**src/rtl/ascon_byte_loader.sv**
```systemverilog
// ascon_byte_loader: byte-serial frame loader feeding key/nonce/data and mode to the Ascon core.
// Optional idle-timeout abort in LOAD is enabled by defining ASCON_LOADER_TIMEOUT_EN.
module ascon_byte_loader #(
   parameter int TIMEOUT_CYCLES = 255
) (
   input  logic         clk,
   input  logic         rst,
   input  logic         in_valid,
   input  logic [7:0]   in_byte,
   output logic         in_ready,
   input  logic         core_busy,
   output logic [127:0] reg0_128b,
   output logic [127:0] reg1_128b,
   output logic [127:0] reg2_128b,
   output logic [2:0]   operation_mode,
   output logic         operation_ready,
   output logic         frame_err
);
   typedef enum logic [1:0] {CMD, LOAD, FIRE} state_t;
   state_t state, state_nx;
   logic [5:0] ptr;
   logic [2:0] mode_p, mode_q;
   logic [2:0][15:0][7:0] sh;
   logic [127:0] r0, r1, r2;
   logic take, fire, cmd_bad, abort;
   assign in_ready = state != FIRE;
   assign take = in_valid && in_ready;
   assign fire = state == FIRE && !core_busy;
   assign cmd_bad = in_byte[7:3] != 5'd0 || in_byte[2:1] == 2'b11;
   assign operation_ready = fire;
   // The fire cycle already presents the new frame so the core can sample it with the pulse.
   assign reg0_128b = fire ? sh[0] : r0;
   assign reg1_128b = fire ? sh[1] : r1;
   assign reg2_128b = fire ? sh[2] : r2;
   assign operation_mode = fire ? mode_p : mode_q;
`ifdef ASCON_LOADER_TIMEOUT_EN
   logic [7:0] idle;
   assign abort = state == LOAD && !take && idle == 8'(TIMEOUT_CYCLES - 1);
   always_ff @(posedge clk or posedge rst)
      if (rst) idle <= '0;
      else idle <= (state != LOAD || take || abort) ? 8'd0 : idle + 8'd1;
`else
   localparam int unused_timeout = TIMEOUT_CYCLES;
   assign abort = 1'b0;
`endif
   always_ff @(posedge clk or posedge rst)
      if (rst) state <= CMD;
      else state <= state_nx;
   always_comb begin
      state_nx = state;
      unique case (state)
         CMD:  state_nx = (take && !cmd_bad && in_byte[2:0] != 3'd0) ? LOAD : CMD;
         LOAD: state_nx = abort ? CMD : (take && ptr == 6'd47) ? FIRE : LOAD;
         FIRE: state_nx = core_busy ? FIRE : CMD;
         default: state_nx = CMD;
      endcase
   end
   always_ff @(posedge clk or posedge rst)
      if (rst) begin
         ptr <= '0;
         mode_p <= '0;
         mode_q <= '0;
         sh <= '0;
         r0 <= '0;
         r1 <= '0;
         r2 <= '0;
         frame_err <= 1'b0;
      end else begin
         frame_err <= (state == CMD && take && cmd_bad) || abort;
         if (state == CMD && take && !cmd_bad) begin
            mode_p <= in_byte[2:0];
            ptr <= in_byte[2:0] >= 3'd3 ? 6'd32 : 6'd0;
            if (in_byte[2:0] >= 3'd3) begin
               sh[0] <= '0;
               sh[1] <= '0;
            end
         end
         if (state == LOAD && take) begin
            sh[ptr[5:4]][~ptr[3:0]] <= in_byte;
            ptr <= ptr == 6'd47 ? ptr : ptr + 6'd1;
         end
         if (abort) sh <= '0;
         if (fire) begin
            r0 <= sh[0];
            r1 <= sh[1];
            r2 <= sh[2];
            mode_q <= mode_p;
         end
      end
endmodule

```
**config.mk**
```make
export PLATFORM = sky130hd
export DESIGN_NAME = ascon_byte_loader
export DESIGN_NICKNAME = d
export VERILOG_FILES = /design/src/rtl/ascon_byte_loader.sv
export SDC_FILE = /design/constraint.sdc
export NUM_CORES = 1
export LEC_CHECK = 0
export ABC_AREA = 1
export CAP_MARGIN = 40
export CORE_ASPECT_RATIO = 0.5
export CORE_MARGIN = 2
export CORE_UTILIZATION = 45
export CTS_BUF_LIST = sky130_fd_sc_hd__clkbuf_4
export DETAILED_ROUTE_END_ITERATION = 8
export PLACE_DENSITY = 0.73
export REMOVE_ABC_BUFFERS = 1
export SLEW_MARGIN = 20
export SYNTH_ARGS = -nofsm -noshare
export SYNTH_HDL_FRONTEND = slang
export SYNTH_SLANG_ARGS = --single-unit
```
**constraint.sdc**
```tcl
create_clock -name clk -period 64.7 [get_ports clk]
set_clock_uncertainty 0.1 [all_clocks]
set_input_delay 12.94 -clock clk [delete_from_list [all_inputs] [get_ports clk]]
set_output_delay 12.94 -clock clk [all_outputs]
set_load 0.02 [all_outputs]
```
* After elaboration in Yosys (flattened, before gate mapping)
Index checks and enable logic that the tools add are counted.
** Operators by class
- Muxes and demuxes :: 20
- Equality and inequality tests :: 6
- $lt $le $gt $ge :: 5
- Add/subtract/negate cells :: 1
- Reduce and logical (&&, ||, !) cells :: 19
- Bitwise operators :: 1
** Operator list (count)
- 256-bit two-way mux :: 3
- 128-bit two-way mux :: 4
- 384-bit bitwise mux :: 1
- 128-bit demux with 2-bit select :: 1
- 8-bit demux with 4-bit select :: 1
- 6-bit two-way mux :: 4
- 1-bit logical AND :: 11
- 8-bit two-way mux :: 1
- 6-bit by 1-bit adder with 6-bit output, second input constant :: 1
- 6-bit equality test, second input constant :: 1
- 2-bit case mux with 3 select lines :: 1
- 4-bit by 5-bit < comparator with 1-bit output, second input constant :: 1
- 5-bit nonzero test :: 1
- 2-bit equality test, second input constant :: 2
- 4-bit by 1-bit greater-or-equal comparator with 1-bit output, second input constant :: 1
- 2-bit two-way mux :: 2
- 2-bit != test, second input constant :: 2
- 4-bit inverter :: 1
- 3-bit by 2-bit greater-or-equal comparator with 1-bit output, second input constant :: 1
- 2-bit by 3-bit < comparator with 1-bit output, second input constant :: 1
- 3-bit two-way mux :: 1
- 3-bit nonzero test :: 1
- 2-bit by 1-bit equality test with 1-bit output, second input constant :: 1
- 2-bit by 1-bit greater-or-equal comparator with 1-bit output, second input constant :: 1
- 6 further kinds :: 7
** Word-level totals
- Bits of input ports :: 12
- Output and inout port bits :: 390
- Logic and storage cells :: 108
- Flip-flop bits (word level) :: 783

* Logic depth before layout (Yosys ltp)
- Word-level depth :: 9
- Depth in mapped cells :: 9
- Gate-level depth less buffers :: 8

* Least setup slack after synthesis
OpenSTA, ideal clock, no wires.
- Path kind :: input-to-output
- From :: input core_busy
- To :: output operation_mode[0]
- Slack :: 37.713 ns
- Cell stages on the path :: 5
- Arrival time :: 13.947 ns
- Data required time :: 51.660 ns
- Path buffers :: 2
- Cell sequence :: nor2_1 buf_2 buf_1 nand2_1 nand2_1
** Between the ends
- Longest elaborated chain between the ends :: 3
** RTL lines
- start: declaration :: line 11 : input logic core_busy,
- 1-bit logical NOT :: line 28 : assign fire = state == FIRE && !core_busy;
- 1-bit logical AND :: line 28
- net operation_ready :: line 16 : output logic operation_ready,
- 3-bit two-way mux
- end: declaration :: line 15 : output logic [2:0] operation_mode,
The timed path passes the listed nets, and every way through them passes these cells.

* Final worst setup path
- From :: input core_busy
- To :: output reg2_128b[108]
** Between the ends
- Longest elaborated chain between the ends :: 3
** RTL lines
- 1-bit logical NOT :: line 28
- 1-bit logical AND :: line 28
- 128-bit two-way mux
- end: declaration :: line 14 : output logic [127:0] reg2_128b,
Every way passes these cells.

==> key figures <==
Detailed routing
  • DRC errors left: 0
  • 1st-iter DRT viols: 2211
  • WL per Instance: 18.01 µm
  • DRT Pass-1 Iters: 5
  • DR vias/cell: 4.991
  • Vias: 23990
  • Routed WL: 86570 µm
  • Final ANT Viol Nets: 0

Cells and area
  • Commonest non-fill, non-tap cell in the layout: nand2_1
  • Proportion of layout cells with a drive suffix above 1: 10.39%
  • Multi-input logic area: 9574 µm²
  • Layout area overhead: 22.85%
  • Sequential cell area: 19590 µm²
  • FILL cells: 5872
  • Nets: 3808
  • Most frequent cells in the layout: nand2_1, dfrtp_1, clkdlybuf4s50_1

Clock network
  • Clock transition at path regs: 0.07 ns
  • H-tree depth: 4
  • CTS root buf: clkbuf_4
  • Resized cells post-CTS: 0
  • CTS tree: yes
  • Post-CTS Setup Bufs: 0
  • Skew-Pair Late Insertion Delay: 0.92 ns
  • Cts hold-fix bufs: 0
  • CTS sink count: 783
  • CTS buffer count: 174
  • Maximum clock path buffer count: 3

Worst setup path
  • Worst-path cell chain: clkdlybuf4s50_1 -> nor2_4 -> buf_4 -> buf_16 -> buf_4 -> buf_4 -> buf_16 -> nand2_1 -> nand2_1 -> clkdlybuf4s50_1
  • CP max stage cell: clkdlybuf4s50_1
  • Crit path largest cell delay: 0.65 ns
  • Crit-path max FO: 75
  • Worst Path Required: 51.66 ns
  • CP Launch Type: input pin
  • Critical path class: input pin to output pin
  • Endpoint class of the critical path: output pin
  • WP data arrival: 16.33 ns
  • Crit path top cell by count: buf_4

STA
  • Tightest Pin Transition: 0.8984 ns
  • Final min period: 29.37 ns
  • Period utilisation layout: 45.40%
  • Worst rel slew slack: 40.11%
  • Unrepaired setup endpoints after global routing: no
  • Min Hold Slack: 0.3668 ns
  • Pins Over Slew Limit: 0
  • Setup violators final: 0
  • Peak Freq: 34.05 MHz
  • Setup TNS: 0 ns
  • Hold Vio Cnt, Final: 0

Floorplan
  • Die Y-Extent: 187.5 µm
  • Die area: 69600 µm²
  • Core footprint: 66810 µm²
  • Io pins: 402
  • Row Count: 67
  • Initial core utilization: 45.38%
  • Die X: 371.1 µm

Yosys
  • Syn_area_per_cell: 9.050 µm²
  • Seq/Total Area, Yosys: 64.63%
  • Yosys Warn Count: 0
  • Cell area after synthesis: 30320 µm²
  • Area contributors post-synth: dfrtp_1, nand2_1, nand3_1
  • Synth area leader: dfrtp_1
  • Mapped Cells: 3350
  • #FFs+latches synth: 783
  • Yosys top cell area share: 64.63%
  • Library cells used by synthesis: 27

Global route
  • GRT met1 Usage: 29.83%
  • Vias in the first global route: 23790
  • Tot GR Track Use: 24.96%
  • Pin count of the biggest net entering global routing: 155
  • First-pass GRT wire length: 135000 µm
  • M3 GR Usage: 4.698%
  • Grt ovf: 0
  • Initial antenna violation count: 3
  • Met2 usage: 43.43%
  • Grt peak-use layer: met2

Power and ir drop
  • PwrDens: 27.41 nW/µm²
  • Leak pwr: 20.25 nW
  • Max IR drop VDD: 0.00001589 V

Placed design
  • Placer Congestion: 0.8417
  • Port bufs: 401
  • Post-DP HPWL: 56270 µm

Job
  • Max cap viols: 0

Run status
  • Status: complete, no violations

Hold path
  • Worst Hold Class: flop to flop
[layout make-up]
type,instances,share of cell area [%]
antenna,3,0.02016
clock buffer,260,5.240
clock inverter,30,0.3930
inverter,61,0.6550
multi-input combinational,2328,25.70
sequential,783,52.61
tap,897,3.013
timing repair buffer,444,12.37
[report_power, final]
| group | total, W | leakage [nW] | internal [W] | switching, W |
|---|---|---|---|---|
| sequential | 0.000560 | 10.8 | 0.000534 | 0.0000265 |
| clock | 0.000374 | 1.27 | 0.000186 | 0.000188 |
| combinational | 0.0000863 | 8.16 | 0.0000275 | 0.0000588 |
| total | 0.00102 | 20.2 | 0.000747 | 0.000274 |
[stage by stage]
stage | power (W) | instances | area, µm² | setup WS, ns | util (%)
2_1_floorplan | 0.0006249 | 3172 | 29380 | 13.27 | -
3_3_place_gp | 0.0006479 | 4497 | 34720 | 34.47 | 51.97
3_5_place_dp | 0.0006555 | 4511 | 35090 | 35.33 | 52.51
4_1_cts | 0.001029 | 4801 | 37180 | 35.33 | 55.65
5_1_grt | 0.001073 | 4806 | 37250 | 35.13 | 55.75
6_report | 0.001021 | 4806 | 37250 | 35.33 | 55.75
[path summary, 6_finish.rpt]
| check | slack, ns | endpoint | cells after the start | start |
|---|---|---|---|---|
| worst min register to register | 0.37 | r2[121]$_DFF_PP0_ | 2 | r2[121]$_DFF_PP0_ |
| worst max-delay path | 35.33 | reg2_128b[108] | 10 | core_busy |
| min in group asynchronous | 12.26 | r0[15]$_DFF_PP0_ | 2 | rst |
| worst max register to register | 61.56 | r0[10]$_DFF_PP0_ | 10 | state[0]$_DFF_PP0_ |
| worst min-delay path | 0.37 | r2[121]$_DFF_PP0_ | 2 | r2[121]$_DFF_PP0_ |
| max in group asynchronous | 50.01 | sh[377]$_DFFE_PP0P_ | 6 | rst |
[cells by family after synthesis]
| kind of cell | Yosys count | synth area share [%] |
|---|---|---|
| flops | 783 | 64.63 |
| simple gates | 2187 | 28.93 |
| xor+xnor | 1 | 0.02889 |
| compound gates | 136 | 2.389 |
| buf+inv | 239 | 3.863 |
| fa+ha+maj | 4 | 0.1651 |
[sequential cells by signal, summed over array words and instances (netlist names)]
register and count:
r0 128, r2 128, frame_err 1, mode_p 3, r1 128, sh 384
state 2, mode_q 3, ptr 6
[critical path, delay by kind of cell]
| family | cells | cell delay [ns] |
|---|---|---|
| buffers and inverters | 7 | 2.92 |
| AND/OR/NAND/NOR | 3 | 0.40 |
[Yosys cell counts]
master,number
nor2_2,1
nand4_1,4
xnor2_1,1
inv_1,37
dfrtp_1,783
buf_12,1
buf_1,1
o21ai_2,11
clkbuf_1,32
buf_2,131
nand3_1,269
nand2_4,10
nor4_1,1
o21bai_1,1
buf_4,1
o21ai_1,69
nand2_1,1839
nor2_4,1
nand3_4,1
ha_1,4
nand2_2,32
nor3_1,1
nor2_1,26
inv_2,24
nor2_8,2
o21ai_0,55
buf_6,12
[metal layers]
metal	part of all wire [%]	wire, µm
met4	4.5	3867
met5	0	0
met1	39	33610
met2	52	44740
met3	5.0	4351
Note: power is estimated with default switching activity, not from simulation.
